## config.mk

```make
export PLATFORM = sky130hd
export DESIGN_NAME = open_list_arbiter
export DESIGN_NICKNAME = d
export VERILOG_FILES = /design/src/rtl/open_list_arbiter.sv
export SDC_FILE = /design/constraint.sdc
export NUM_CORES = 1
export LEC_CHECK = 0
export CORE_MARGIN = 4
export CORE_UTILIZATION = 38
export CTS_CLUSTER_SIZE = 8
export DETAILED_ROUTE_END_ITERATION = 6
export GPL_TIMING_DRIVEN = 0
export PLACE_DENSITY = 0.82
export SLEW_MARGIN = 5
export SYNTH_ARGS = -nofsm -noshare
export SYNTH_HDL_FRONTEND = slang
export SYNTH_SLANG_ARGS = --single-unit
```

## constraint.sdc

```tcl
create_clock -name CLK -period 5.95 [get_ports CLK]
set_input_delay 1.785 -clock CLK [delete_from_list [all_inputs] [get_ports CLK]]
set_output_delay 1.785 -clock CLK [all_outputs]
set_load 0.01 [all_outputs]
```

## src/rtl/open_list_arbiter.sv

```systemverilog
// open_list_arbiter: round-robin sequencer sharing one systolic min-priority open-list queue between NUM_REQ requesters
// Ports:
//   CLK, RST                      clock, asynchronous active-high reset
//   req_valid/req_op/req_data     per-requester request (op 01 push, 10 pop, 11 replace, 00 no-op)
//   req_ready                     one-hot grant, combinational in IDLE
//   resp_valid/resp_data/resp_err one-hot completion pulse with head value or error
//   q_wrt/q_read/q_node_f         queue strobes and data in, driven only in ISSUE
//   q_full/q_empty/q_head_f       queue status and current minimum
//   busy                          operation in flight
module open_list_arbiter #(
   parameter int NUM_REQ       = 4,
   parameter int DATA_WIDTH    = 32,
   parameter int SETTLE_CYCLES = 1
) (
   input  logic                          CLK,
   input  logic                          RST,
   input  logic [NUM_REQ-1:0]            req_valid,
   input  logic [2*NUM_REQ-1:0]          req_op,
   input  logic [DATA_WIDTH*NUM_REQ-1:0] req_data,
   output logic [NUM_REQ-1:0]            req_ready,
   output logic [NUM_REQ-1:0]            resp_valid,
   output logic [DATA_WIDTH-1:0]         resp_data,
   output logic                          resp_err,
   output logic                          q_wrt,
   output logic                          q_read,
   output logic [DATA_WIDTH-1:0]         q_node_f,
   input  logic                          q_full,
   input  logic                          q_empty,
   input  logic [DATA_WIDTH-1:0]         q_head_f,
   output logic                          busy
);
   localparam int IW = NUM_REQ > 1 ? $clog2(NUM_REQ) : 1;
   localparam int CW = SETTLE_CYCLES > 1 ? $clog2(SETTLE_CYCLES + 1) : 1;
   typedef enum logic [1:0] {IDLE, ISSUE, SETTLE} state_t;
   state_t          st;
   logic [IW-1:0]   rr_ptr, win, who;
   logic [1:0]      op;
   logic [CW-1:0]   cnt;
   logic            any, is_push, is_pop;
   // scan downward so the lowest offset from rr_ptr is the final assignment
   always_comb begin
      win = '0;
      any = 1'b0;
      for (int i = NUM_REQ - 1; i >= 0; i--) begin
         if (req_valid[(int'(rr_ptr) + i) % NUM_REQ]) begin
            win = IW'((int'(rr_ptr) + i) % NUM_REQ);
            any = 1'b1;
         end
      end
   end
   assign req_ready = (st == IDLE && any && !RST) ? (NUM_REQ'(1) << win) : '0;
   assign is_push   = op == 2'b01;
   assign is_pop    = op == 2'b10;
   // strobes decode from state so an asynchronous reset cuts them off at once
   assign q_wrt     = st == ISSUE && op[0] && !(is_push && q_full);
   assign q_read    = st == ISSUE && op[1] && !(is_pop && q_empty);
   assign busy      = st != IDLE;
   always_ff @(posedge CLK or posedge RST) begin
      if (RST) begin
         st         <= IDLE;
         rr_ptr     <= '0;
         cnt        <= '0;
         who        <= '0;
         op         <= '0;
         q_node_f   <= '0;
         resp_valid <= '0;
         resp_data  <= '1;
         resp_err   <= 1'b0;
      end else begin
         resp_valid <= '0;
         if (st == IDLE && any) begin
            who      <= win;
            op       <= req_op[2*int'(win) +: 2];
            q_node_f <= req_data[DATA_WIDTH*int'(win) +: DATA_WIDTH];
            rr_ptr   <= IW'((int'(win) + 1) % NUM_REQ);
            st       <= ISSUE;
         end else if (st == ISSUE) begin
            resp_valid[who] <= 1'b1;
            resp_err        <= (is_push && q_full) || (is_pop && q_empty);
            // only pop/replace on a non-empty queue return a real head
            resp_data       <= (op[1] && !q_empty) ? q_head_f : '1;
            cnt             <= CW'(SETTLE_CYCLES - 1);
            st              <= SETTLE;
         end else if (st == SETTLE) begin
            cnt <= cnt - CW'(1);
            if (cnt == '0) st <= IDLE;
         end
      end
   end
endmodule

```

After elaboration in Yosys (flattened, before gate mapping)
Cells that the tools add are included.

operators by class
  add/sub/neg operators = 5
  $lt $le $gt $ge = 6
  reduce and logical (&&, ||, !) cells = 25
  multipliers = 0
  shifts and indexed selects = 3
  muxes and demuxes = 31
  divide/modulo/power cells = 0
  equality and inequality tests = 5
  bitwise logic cells = 4

operators by type and width
  cell                                                               count
  variable part select 128 x 8 -> 32 bit                             1
  two-way mux 32 bit                                                 1
  two-way mux 2 bit                                                  8
  two-way mux 1 bit                                                  14
  < comparator 3 x 4 -> 1 bit, second input constant                 3
  two-way mux 4 bit                                                  3
  logical AND 1 bit                                                  10
  binary-select mux 1 bit (select 2 bit)                             4
  variable part select 8 x 4 -> 2 bit                                1
  < comparator 2 x 3 -> 1 bit, second input constant                 2
  AND reduction 2 bit                                                3
  OR reduction 2 bit                                                 3
  adder 2 x 1 -> 2 bit, second input constant                        2
  adder 2 bit, second input constant                                 2
  == test 2 x 1 -> 1 bit, second input constant                      2
  == test 2 bit, second input constant                               2
  zero test 1 bit                                                    4
  nonzero test 2 bit                                                 2
  << shifter 1 x 2 -> 4 bit, first input constant                    1
  AND 1 bit, first input constant                                    3
  inequality test 3 x 1 -> 1 bit, second input constant              1
  nonzero test 3 bit                                                 1
  demux 1 bit (select 2 bit)                                         1
  greater-or-equal comparator 2 x 1 -> 1 bit, second input constant  1
  other kinds (4)                                                    4

storage, ports and cells
  memories kept = 0
  bits of input ports = 176
  memory bits (read-only) = 0
  latch bits = 0
  flip-flop bits (word level) = 78
  memory bits (writable) = 0
  word-level logic and storage cells = 88

Longest topological paths before layout
  depth in word-level cells = 13
  depth in mapped cells = 10
  mapped depth without buffers = 7

Worst setup path after synthesis
Ideal clock, no wire load.

  kind = input to output
  start point = in RST
  end point = out req_ready[1]
  stages on the path = 2
  data arrival time = 3.821 ns
  path buffers = 0
  required time = 4.165 ns
  setup slack = 0.344 ns
  cell sequence = inv_1 and3_1

on the way
  cells in the longest elaborated chain, start to end = 3

ends and longest elaborated chain
  what                       line  source
  start: declaration         16    input logic RST,
  zero test 1 bit (no line)  --
  logical AND 1 bit          51    assign req_ready = (st == IDLE && any && !RST) ? (NUM_REQ'(1) << win) : '0;
  two-way mux 4 bit          51
  end: declaration           20    output logic [NUM_REQ-1:0] req_ready,

No other way between the ends.

Worst setup path in the final report
  start point = in req_valid[1]
  end point = out req_ready[2]

on the way
  elaborated cells between the ends (all ways) = 23
  those cells by class = shift: 1; mux: 20; reduce/logical: 2

RTL lines
  what                                                  line  source
  start: declaration                                    17    input logic [NUM_REQ-1:0] req_valid,
  binary-select mux 1 bit (select 2 bit)                45    if (req_valid[(int'(rr_ptr) + i) % NUM_REQ]) begin
  two-way mux 1 bit (not written as such) (2 in a row)  45
  two-way mux 2 bit (3 in a row)                        45
  two-way mux 2 bit (*)                                 45
  net win[0]                                            36    logic [IW-1:0] rr_ptr, win, who;
  << shifter 1 x 2 -> 4 bit (*)                         51
  two-way mux 4 bit (*)                                 51

The timed path passes the listed nets; every way through them passes the cells marked *. The select of a mux whose other input is x is not followed.

==> impl_metrics.yaml <==
run_status:
  status: "finished, final reports clean"
placed_design:
  dp_cells: 780
  place_congestion: 0.878
  port_buffers: 251
  post-dp-hpwl_mm: 11.9
detailed_routing:
  drc_errors: 0
  via_per_inst: 5.42
  routedWlPerCell_um: 18.9
  drt_iter0_drc: 251
  drt-total-wl_mm: 15.1
  drt.antenna.violating_nets: 0
  dr.pass1.iters: 5
  vias: 4317
clock_tree:
  cts.clk_slew.worst_paths_ns: 0.08
  cts-htree-levels: 3
  cts_sinks: 78
  clk_path_buf_depth: 2
  clk_latency_ns: 0.35
  cts_buffers: 9
  cts_tree: "done"
  hold_buffers: 0
  clock_tree.root_cell: "clkbuf_8"
floorplan:
  initial_core_util: 0.387
  num_rows: 38
  die_h_um: 113
  io_pins: 252
  die_area_mm2: 0.0127
  coreArea_mm2: 0.0108
  fp.dieW_um: 113
yosys:
  netlist_area_mm2: 0.00418
  ys_seq_area_frac: 0.477
  synth_top_cells_by_area: "dfrtp_1 (28%), dfstp_2 (20%), mux2i_1 (7.9%)"
  synth_largest_area_cell: "dfrtp_1"
  synth_most_common_cell: "dfrtp_1"
  synthArstFlopShare: 1.00
  syn_area_per_cell_um2: 10.8
  yosys_warnings: 0
  synth_simple_gate_area_frac: 0.0524
  ys_ff_latch: 78
  synth_compound_area_frac: 0.308
  synth_edf_count: 0
  synth.distinct_cells: 39
  synth_top_family_by_area: "compound AO/OA/AOI/OAI gates"
  synth_top_cell_area_share: 0.276
  yosys.area_share.xor_xnor: 0
  synthMuxAreaShare: 0.0818
  netlist_top_cells_count: "dfrtp_1 (46), o21ai_0 (34)"
  syn_inst: 388
  synth_flop_cell: "dfrtp_1"
  synth-adder-area-share: 0.0210
  syn_nets: 571
global_routing:
  grt_pass1_vias: 4580
  grt_pass1_wl_mm: 23.4
  grt_max_degree: 59
  grtUsageTotal: 0.230
  grt_overflow: 0
  antenna_found_initial: 0
worst_setup_path:
  r2r_setup_slack_ns: 3.66
  rr_worst_depth: 8
  path_class: "primary input to output pin"
  worst-endpoint-required_ns: 4.16
  worstSetupStartpointType: "primary input"
  rr_startpoint: "st[0]$_DFFE_PP0P_"
  startpoint: "req_valid[1]"
  critPathMaxFanout: 11
  worst_ep_arrival_time_ns: 4.05
  end_kind: "output pin"
power:
  power_mw: 3.40
  p_leak_nw: 2.83
  ir_drop_v: 0.000218
  power_density_mw_per_mm2: 478
cells_and_area:
  postLayoutCoreUtil: 0.660
  diodes: 0
  stdcell_count: 797
  area_growth_pct: 70.4
  fin_nets: 835
  drive_gt1_frac: 0.111
timing:
  max-slew-margin-rel: 0.584
  setup_viol: 0
  min_period_over_period: 0.980
  period_minus_slack_ns: 5.83
  tightest_slew_ns: 0.624
  slew_violations: 0
  skew_ns: 0.0137
  fmax_ghz: 0.171
  hold_violations: 0
  rsz0062_at_grt: "false"
min_path:
  hold_depth: 2
  min_from: "q_node_f[0]$_DFFE_PP0P_"
  min_path_type: "flop to flop"
run:
  maxCapViolations: 0
[cell type report]
type,instances,area (um^2)
fill,861,3670
clock inverter,5,63.8
sequential,78,1990
timing repair buffer,253,2540
tap,140,175
buffer,40,218
multi-input combinational,261,1940
clock buffer,11,153
inverter,9,38.8
[kinds of logic (layout without fill, tap and decap cells)]
group,Yosys count,in the layout
AOI/OAI and AO/OA,179,179
adders and majority gates,7,7
buffers and inverters,49,318
DFF,78,78
muxes,34,34
and+or+nand+nor,41,41
[state kept, by name (all words and copies together) (netlist names)]
register,count
q_node_f,32
resp_data,32
resp_valid,4
op,2
rr_ptr,2
st,2
who,2
cnt,1
resp_err,1
[worst max-delay path: stages]
cell             delay [ns]
clkdlybuf4s50_1        0.45
nor2b_1                0.16
o211a_1                0.22
buf_6                  0.15
or2_1                  0.23
buf_6                  0.14
inv_4                  0.07
buf_8                  0.15
buf_12                 0.15
ha_1                   0.14
and3_1                 0.14
clkdlybuf4s15_1        0.25
[cells in the final DEF, fill, tap and decap left out, types with 3 or more instances in the layout]
master / synthesis / final
clkdlybuf4s50_1: 0 / 249
dfrtp_1: 46 / 46
o21ai_0: 34 / 34
o22a_1: 33 / 33
o21a_1: 33 / 33
mux2i_1: 33 / 33
o22ai_1: 33 / 33
dfstp_2: 32 / 32
clkbuf_1: 29 / 30
a211oi_1: 27 / 27
nand2_1: 12 / 12
nor2_1: 9 / 9
clkbuf_8: 0 / 9
inv_1: 8 / 7
a211oi_2: 7 / 7
ha_1: 7 / 7
nand2b_1: 4 / 4
a21oi_1: 4 / 4
buf_2: 4 / 4
and3_1: 4 / 4
nor2b_1: 3 / 3
[path summary, 6_finish.rpt]
path                                        endpoint
max reg2reg                 q_node_f[26]$_DFFE_PP0P_
min reg2reg                  q_node_f[0]$_DFFE_PP0P_
min in group asynchronous   q_node_f[12]$_DFFE_PP0P_
max in group asynchronous  resp_data[10]$_DFFE_PP1P_
min                          q_node_f[0]$_DFFE_PP0P_
max                                     req_ready[2]
[metrics by stage]
step                setup WS (ns)  hold slack (ns)  area [um^2]  setup TNS (ns)
detailed placement         -0.410            0.466         6900          -0.953
global route              0.00245            0.520         7120               0
finish                      0.118            0.479         7120               0
floorplan                   0.344            0.446         4180               0
CTS                        0.0458            0.483         7120               0
global placement            -1.23            0.467         6870           -4.86
[where the power goes]
part / internal (mW) / switching [mW]
registers: 0.873 / 0.158
logic: 1.00 / 0.933
clock network: 0.224 / 0.208
[metal layers]
metal  share of wire  wire length [um]  GRT usage
met3           0.096              1450     0.0759
met4           0.020               304     0.0769
met5               0                 0          0
met2            0.49              7440      0.403
met1            0.39              5890      0.264
[timing repair]
item,CTS,global route
resized for setup,2,4
setup endpoints to repair,4,2
pin swaps,1,0
setup buffers,1,0
Power figures use the tool's default switching activity.
